**config.mk**
```make
export PLATFORM = sky130hd
export DESIGN_NAME = mac_accumulator_8x8
export DESIGN_NICKNAME = d
export VERILOG_FILES = /design/src/rtl/mac_accumulator_8x8.sv
export SDC_FILE = /design/constraint.sdc
export NUM_CORES = 1
export LEC_CHECK = 0
export CAP_MARGIN = 20
export CORE_MARGIN = 2
export CORE_UTILIZATION = 27
export CTS_CLUSTER_DIAMETER = 80
export CTS_CLUSTER_SIZE = 8
export DETAILED_ROUTE_END_ITERATION = 7
export GPL_ROUTABILITY_DRIVEN = 0
export PLACE_DENSITY = 0.46
export SYNTH_ARGS = -nofsm -noshare
export SYNTH_HDL_FRONTEND = slang
export SYNTH_SLANG_ARGS = --single-unit
```
**constraint.sdc**
```tcl
create_clock -name clk -period 3.65 [get_ports clk]
set_input_delay 0.73 -clock clk [delete_from_list [all_inputs] [get_ports clk]]
set_output_delay 0.73 -clock clk [all_outputs]
set_load 0.005 [all_outputs]
```
**src/rtl/mac_accumulator_8x8.sv**
```systemverilog
// Burst dot-product accumulator around an 8x8 Wallace multiplier built from 4:2 compressors.
// Optional build macro: SATURATE_EN clamps the accumulator at all-ones on carry out instead of wrapping.

module compressor_42_row #(
    parameter int W = 16
) (
    input  logic [W-1:0] x1_i,
    input  logic [W-1:0] x2_i,
    input  logic [W-1:0] x3_i,
    input  logic [W-1:0] x4_i,
    output logic [W-1:0] sum_o,
    output logic [W-1:0] carry_o
);
    logic [W-1:0] s1;
    logic [W-1:0] cin;

    // The lateral carry depends only on the first three inputs of the lower bit, so there is no ripple chain.
    // NOTE: every variable driven here gets a value on every path, so no latch is inferred.
    always_comb begin
        s1      = x1_i ^ x2_i ^ x3_i;
        cin     = '0;
        carry_o = '0;
        for (int i = 1; i < W; i++) begin
            cin[i]     = (x1_i[i-1] & x2_i[i-1]) | (x1_i[i-1] & x3_i[i-1]) | (x2_i[i-1] & x3_i[i-1]);
            carry_o[i] = (s1[i-1] & x4_i[i-1]) | (s1[i-1] & cin[i-1]) | (x4_i[i-1] & cin[i-1]);
        end
        sum_o = s1 ^ x4_i ^ cin;
    end
endmodule

module wallace_using_4x2compressor (
    input  logic [7:0]  a_i,
    input  logic [7:0]  b_i,
    output logic [15:0] p_o
);
    logic [15:0] pp [8];
    logic [15:0] s_lo, c_lo, s_hi, c_hi, s_fin, c_fin;

    always_comb begin
        for (int i = 0; i < 8; i++) begin
            pp[i] = {8'd0, a_i & {8{b_i[i]}}} << i;
        end
    end

    compressor_42_row #(.W(16)) u_lo (
        .x1_i(pp[0]), .x2_i(pp[1]), .x3_i(pp[2]), .x4_i(pp[3]),
        .sum_o(s_lo), .carry_o(c_lo)
    );
    compressor_42_row #(.W(16)) u_hi (
        .x1_i(pp[4]), .x2_i(pp[5]), .x3_i(pp[6]), .x4_i(pp[7]),
        .sum_o(s_hi), .carry_o(c_hi)
    );
    compressor_42_row #(.W(16)) u_fin (
        .x1_i(s_lo), .x2_i(c_lo), .x3_i(s_hi), .x4_i(c_hi),
        .sum_o(s_fin), .carry_o(c_fin)
    );

    // The true product fits in 16 bits, so dropping carries beyond bit 15 is exact.
    assign p_o = s_fin + c_fin;
endmodule

module mac_accumulator_8x8 #(
    parameter int ACC_W   = 20,
    parameter int N_TERMS = 8
) (
    input  logic             clk,
    input  logic             rst_n,
    input  logic             start,
    input  logic [7:0]       a,
    input  logic [7:0]       b,
    input  logic             in_valid,
    output logic             in_ready,
    output logic [ACC_W-1:0] acc_out,
    output logic             out_valid,
    input  logic             out_ready,
    output logic             overflow
);
    localparam int CNT_W = $clog2(N_TERMS + 1);
    localparam logic [CNT_W-1:0] N_LAST = CNT_W'(N_TERMS);

    typedef enum logic [1:0] {
        IDLE,
        RUN,
        DONE
    } state_t;

    state_t           state_q, state_d;
    logic [CNT_W-1:0] count_q, count_d;
    logic [ACC_W-1:0] acc_q, acc_d;
    logic             ovf_q, ovf_d;
    logic [15:0]      prod_q, prod_d;
    logic             prod_v_q;
    logic [ACC_W:0]   sum;
    logic             beat;

    wallace_using_4x2compressor u_mul (
        .a_i(a),
        .b_i(b),
        .p_o(prod_d)
    );

    assign in_ready  = (state_q == RUN) && (count_q < N_LAST);
    assign beat      = in_valid && in_ready;
    assign out_valid = (state_q == DONE);
    assign acc_out   = acc_q;
    assign overflow  = ovf_q;

    // The extra top bit of sum is the carry out that flags overflow.
    assign sum = {1'b0, acc_q} + (ACC_W + 1)'(prod_q);

    always_comb begin
        state_d = state_q;
        count_d = count_q;
        acc_d   = acc_q;
        ovf_d   = ovf_q;
        unique case (state_q)
            IDLE: begin
                if (start) begin
                    acc_d   = '0;
                    ovf_d   = 1'b0;
                    count_d = '0;
                    state_d = RUN;
                end
            end
            RUN: begin
                if (beat) begin
                    count_d = count_q + CNT_W'(1);
                end
                if (prod_v_q) begin
`ifdef SATURATE_EN
                    acc_d = sum[ACC_W] ? {ACC_W{1'b1}} : sum[ACC_W-1:0];
`else
                    acc_d = sum[ACC_W-1:0];
`endif
                    if (sum[ACC_W]) begin
                        ovf_d = 1'b1;
                    end
                end
                // Leave only once the last captured product has been added.
                if ((count_q == N_LAST) && !prod_v_q) begin
                    state_d = DONE;
                end
            end
            DONE: begin
                if (out_ready) begin
                    state_d = IDLE;
                end
            end
            default: state_d = IDLE;
        endcase
    end

    // NOTE: sequential state uses non-blocking assignments so every register samples pre-edge values.
    always_ff @(posedge clk or negedge rst_n) begin
        if (!rst_n) begin
            state_q  <= IDLE;
            count_q  <= '0;
            acc_q    <= '0;
            ovf_q    <= 1'b0;
            prod_q   <= '0;
            prod_v_q <= 1'b0;
        end else begin
            state_q  <= state_d;
            count_q  <= count_d;
            acc_q    <= acc_d;
            ovf_q    <= ovf_d;
            prod_v_q <= beat;
            if (beat) begin
                prod_q <= prod_d;
            end
        end
    end
endmodule
```
Word-level counts from Yosys, hierarchy flattened
Index checks and enable logic that the tools add are counted.
- bits in registers: 44
- word-level logic and storage cells: 298
- add/subtract/negate cells: 3
- bitwise gates (word level): 255
- $lt $le $gt $ge: 1
- equal/unequal tests: 9
- reduce and logical (&&, ||, !) cells: 10
- multiplexer cells: 14
- operators with widths (kind ; number):
    $and 1x1->1 ; 149
    $or 1x1->1 ; 86
    $and 8x8->8 ; 8
    $xor 16x16->16 ; 3
    $mux 20 ; 2
    $pmux 20 s2 ; 1
    $xor 16x10->16 ; 2
    $xor 16x14->16 ; 2
    $add 20x16->21 ; 1
    $add 16x16->16 ; 1
    $xor 16x11->16 ; 1
    $xor 16x12->16 ; 1
    $xor 16x15->16 ; 1
    $xor 12x13->13 ; 1
    $reduce_and 3->1 ; 3
    $xor 8x9->9 ; 1
    $mux 4 ; 2
    $ne 2x2->1 const B ; 4
    $pmux 4 s2 ; 1
    $mux 2 ; 3
    $pmux 2 s3 ; 1
    $add 4x1->4 const B ; 1
    $eq 4x4->1 const B ; 1
    $lt 4x4->1 const B ; 1
    other kinds (10) ; 15

Longest topological paths before layout
- depth in word-level cells: 14
- depth in mapped cells: 16
- mapped depth without buffers: 16

By module
From an unflattened synthesis, not the netlist that was laid out.
- cells, all modules: 539
- area, all modules: 5833.1 µm²
- modules (own cells, without submodules) (module ; area an instance (µm²) ; cells an instance ; seq. area each (µm²) ; instances):
    mac_accumulator_8x8 ; 2686.3 ; 265 ; 1101.1 ; 1
    compressor_42_row ; 644.4 ; 35 ; 0.0 ; 3
    wallace_using_4x2compressor ; 1213.7 ; 169 ; 0.0 ; 1

Worst setup path before layout
OpenSTA, ideal clock, no wires.
- path type: input port to flip-flop
- start point: input b[4]
- end point: register prod_q[12]
- buffers on the path: 0
- arrival: 4.427 ns
- required time: 3.521 ns
- cell stages on the path: 14
- setup time: 0.129 ns
- path slack: -0.906 ns
- cells stage by stage: and2_1 fa_1 fa_1 inv_1 fa_1 inv_1 fa_1 ha_1 and3_1 a2111o_1 a21o_1 a21oi_1 xor2_1 o21ai_1
- longest elaborated chain between the ends: 12
- elaborated cells on any way between the ends: 120
- classes of those cells: add/sub (1); bitwise (119)
- RTL lines (element ; RTL line ; text):
    from (decl) ; 70 ; input logic [7:0] b,
    $and 8x8->8 * ; 41 ; pp[i] = {8'd0, a_i & {8{b_i[i]}}} << i;
    $xor 12x13->13 / $and 1x1->1 (equally long branches) ; 20, 24 ;
    $xor 16x14->16 / $or 1x1->1 (equally long branches) ; 20, 24 ;
    $xor 16x15->16 / $or 1x1->1 (equally long branches) ; 27, 24 ;
    $xor 16x14->16 ; 27 ; sum_o = s1 ^ x4_i ^ cin;
    $and 1x1->1 ; 24 ; cin[i] = (x1_i[i-1] & x2_i[i-1]) | (x1_i[i-1] & x3_i[i-1]) | (x2_i[i-1] & x3_i[i-1]);
    $or 1x1->1 (2 in a row) ; 24 ;
    $and 1x1->1 ; 25 ; carry_o[i] = (s1[i-1] & x4_i[i-1]) | (s1[i-1] & cin[i-1]) | (x4_i[i-1] & cin[i-1]);
    $or 1x1->1 (2 in a row) ; 25 ;
    $add 16x16->16 * ; 59 ; assign p_o = s_fin + c_fin;
    to (signal assigned) ; 169 ; prod_q <= prod_d;
    to (decl) ; 91 ; logic [15:0] prod_q, prod_d;
Every way passes the cells marked *; elsewhere a longest branch is shown, timed or not.
A chain may end at the register's enable or synchronous reset.

Worst setup path in the final report
- start point: input b[4]
- end point: register prod_q[13]
The elaborated chain is that of the path after synthesis.

==> flow_metrics.py <==
metrics = {
    "outcome": {
        "status": "finished, violations left",
        "violations": "negative setup slack",
    },
    "drt": {
        "ant_nets": 0,
        "post_drt_wl_per_cell_um": 13.33,
        "wl_um": 9663,
        "first_pass_iters": 4,
        "drt-initial-drc-count": 158,
        "num_vias": 3331,
        "via_per_inst": 4.594,
        "drc_errors": 0,
    },
    "worst_setup_path": {
        "start_kind": "input port",
        "cp-end-kind": "register",
        "cp_max_fo": 7,
        "cp.required_ps": 3850,
        "cp_common_cell": "fa_1",
        "critPathBufInv": 3,
        "cpMaxStageDelayCell": "fa_1",
        "cpPeakStageDelay_ps": 510,
        "crit_arrival_ps": 4470,
        "worstSetupPathType": "in2reg",
        "worstPathCellList": "buf_8, and2_4, fa_1, fa_1, inv_1, fa_1, inv_2, fa_1, ha_4, and2_4, o21a_1, o31a_1, o21a_1, o21a_1, o31ai_2",
        "cp_top_family": "adder cells",
    },
    "pwr": {
        "power_leakage_nw": 2.638,
        "p_per_area_nw_per_um2": 743.7,
        "max-vdd-ir-drop_uv": 284.4,
    },
    "synth": {
        "synth_ff_type": "dfrtp_1",
        "syn_area_um2": 4207,
        "syn-num-nets": 548,
        "synth_top_area_cell": "dfrtp_1",
        "synth.top_cell.area_share": 0.2617,
        "synth_edf_count": 0,
        "synth_cell_type_count": 48,
        "synth-seq-area-share": 0.2617,
        "syn_area_per_cell_um2": 9.432,
        "yosysWarnings": 0,
        "yosysMostFrequentCell": "nand2_1",
        "synthTopCellsByArea": "dfrtp_1 26%, fa_1 19%, ha_1 12%, and2_1 7.6%, nand2_1 6.5%",
        "synth_common_cells": "73 x nand2_1, 51 x and2_1, 44 x dfrtp_1",
        "async_flop_share": 1.000,
        "ys_ff_latch": 44,
        "syn_inst": 446,
    },
    "floorplanning": {
        "coreArea_um2": 15200,
        "start_util": 0.2767,
        "die_w_um": 128.8,
        "io-pin-count": 44,
        "die_h_um": 128.8,
        "die-area_um2": 16590,
        "rows": 45,
    },
    "clock_network": {
        "tritoncts": "done",
        "ctsLongestPathBuffers": 2,
        "htree_levels": 2,
        "clock_sinks": 44,
        "hold_buffers": 0,
        "cts.clk_slew.worst_paths_ps": 60,
        "clkLatencyLatePin_ps": 290,
        "cts_buffers": 5,
        "cts-root-buf": "clkbuf_16",
    },
    "place": {
        "port_buffers": 43,
        "placed_cell_area_um2": 5266,
        "hpwlAfterDp_um": 7847,
    },
    "timing": {
        "rsz0062_at_grt": "true",
        "final-max-slew-violation-count": 0,
        "skew_ps": 4.918,
        "finalCriticalPeriod_ps": 4277,
        "setup_viol": 8,
        "tns_ps": -3417,
        "worstMarginPinSlew_ps": 420.9,
        "fin_crit_sh": 1.172,
        "hold_viol": 0,
        "clock.fmax_mhz": 233.8,
        "relSlewSlack": 0.7177,
        "fin_ws_ps": -627.3,
    },
    "global_route": {
        "grt_usage": 0.1203,
        "first_global_vias": 3367,
        "overflow": 0,
        "antenna_found_initial": 0,
        "grt_max_degree": 45,
        "grt_first_pass_wirelength_um": 16280,
    },
    "worst_hold_path": {
        "min_path_type": "in2async",
    },
    "run": {
        "cap_viol_max_count": 0,
    },
    "layout": {
        "syn2layout_area_growth_pct": 32.69,
        "multi_input_area_um2": 3172,
        "drive_above_1_share": 0.2291,
        "diodes": 0,
        "fin_nets": 638,
        "final_area_um2": 5582,
        "regArea_um2": 1101,
        "fill_cells": 1560,
    },
}
==> per-stage QoR <==
stage	utilization	hold slack (ps)	power, mW	instances	setup WS [ps]
finish	0.3672	373.6	4.151	725	-627.3
global route	0.3672	400.8	4.581	725	-729.4
CTS	0.3614	494.5	4.126	723	-738.5
detailed placement	0.3464	480.2	3.535	713	-1558
global placement	0.3464	472.1	3.513	713	-1477
floorplan	-	434.4	2.673	446	-738.4
==> final timing paths <==
path / slack [ps] / from / depth (start not counted) / endpoint
worst max-delay path: -630 / b[4] / 15 / prod_q[13]
worst min-delay path: 370 / rst_n / 1 / acc_out[18]
worst max register to register: 1080 / acc_out[0] / 8 / acc_out[18]
worst min register to register: 480 / prod_q[8] / 2 / prod_q[8]
max in group asynchronous: 2790 / rst_n / 2 / prod_q[2]
min in group clk: 480 / prod_q[8] / 2 / prod_q[8]
==> placed cells by master (no fill, tap or decap), drive strengths merged, types with 2 or more instances in the layout <==
cell type | synthesis | routed
a21o | 7 | 7
a211o | 2 | 2
mux2i | 5 | 5
nor2 | 14 | 14
xnor2 | 9 | 9
o21bai | 3 | 3
clkbuf | 3 | 8
and2 | 51 | 51
a211oi | 5 | 5
o31ai | 2 | 2
a41oi | 2 | 2
o21ai | 32 | 32
inv | 39 | 39
fa | 40 | 40
xor2 | 12 | 12
buf | 2 | 59
nand4b | 2 | 2
o21a | 7 | 7
ha | 41 | 41
o31a | 3 | 3
nor2b | 2 | 2
dfrtp | 44 | 44
clkdlybuf4s50 | 0 | 27
nor3 | 3 | 3
nand2 | 73 | 73
a22o | 2 | 2
a21oi | 14 | 14
nand3 | 6 | 6
and3 | 4 | 4
a31oi | 2 | 2
nand4 | 2 | 2
==> timing repair <==
action                                  4_1_cts  5_1_grt
endpoints found under the setup margin       10        9
pin swaps                                    28       28
gates resized for setup                      97       16
hold endpoints to repair                      0        0
buffers inserted                              2        2
==> power breakdown <==
| group | switching, mW | internal [mW] |
|---|---|---|
| combinational | 1.39 | 1.41 |
| sequential | 0.183 | 0.713 |
| clock | 0.178 | 0.273 |
==> flip-flops by register name, summed over array words and instances (netlist names) <==
name,flops
acc_out,20
prod_q,16
count_q,4
state_q,2
overflow,1
prod_v_q,1
==> cell type report <==
cell class              count  share of cell area
well taps                 188             0.04214
clock buffers               8             0.02623
multi-input cells         358              0.5683
inverters                  39             0.02623
flip-flops and latches     44              0.1973
repair buffers             88              0.1399
==> logic make-up after synthesis <==
kind of cell | synth area share
AO/OA/AOI/OAI | 0.1434
XOR/XNOR | 0.04372
adder cells (fa/ha/maj) | 0.3123
buffers and inverters | 0.03986
flip-flops | 0.2617
multiplexers | 0.01190
AND/OR/NAND/NOR | 0.1871
==> layer usage <==
layer | track usage | share of wire | vias to the layer above
li1 | - | - | 1683
met1 | 0.1702 | 0.50 | 1586
met2 | 0.1958 | 0.46 | 58
met3 | 0.01247 | 0.028 | 4
met4 | 0.03389 | 0.0083 | 0
met5 | 0 | 0 | -
Power figures use the tool's default switching activity.
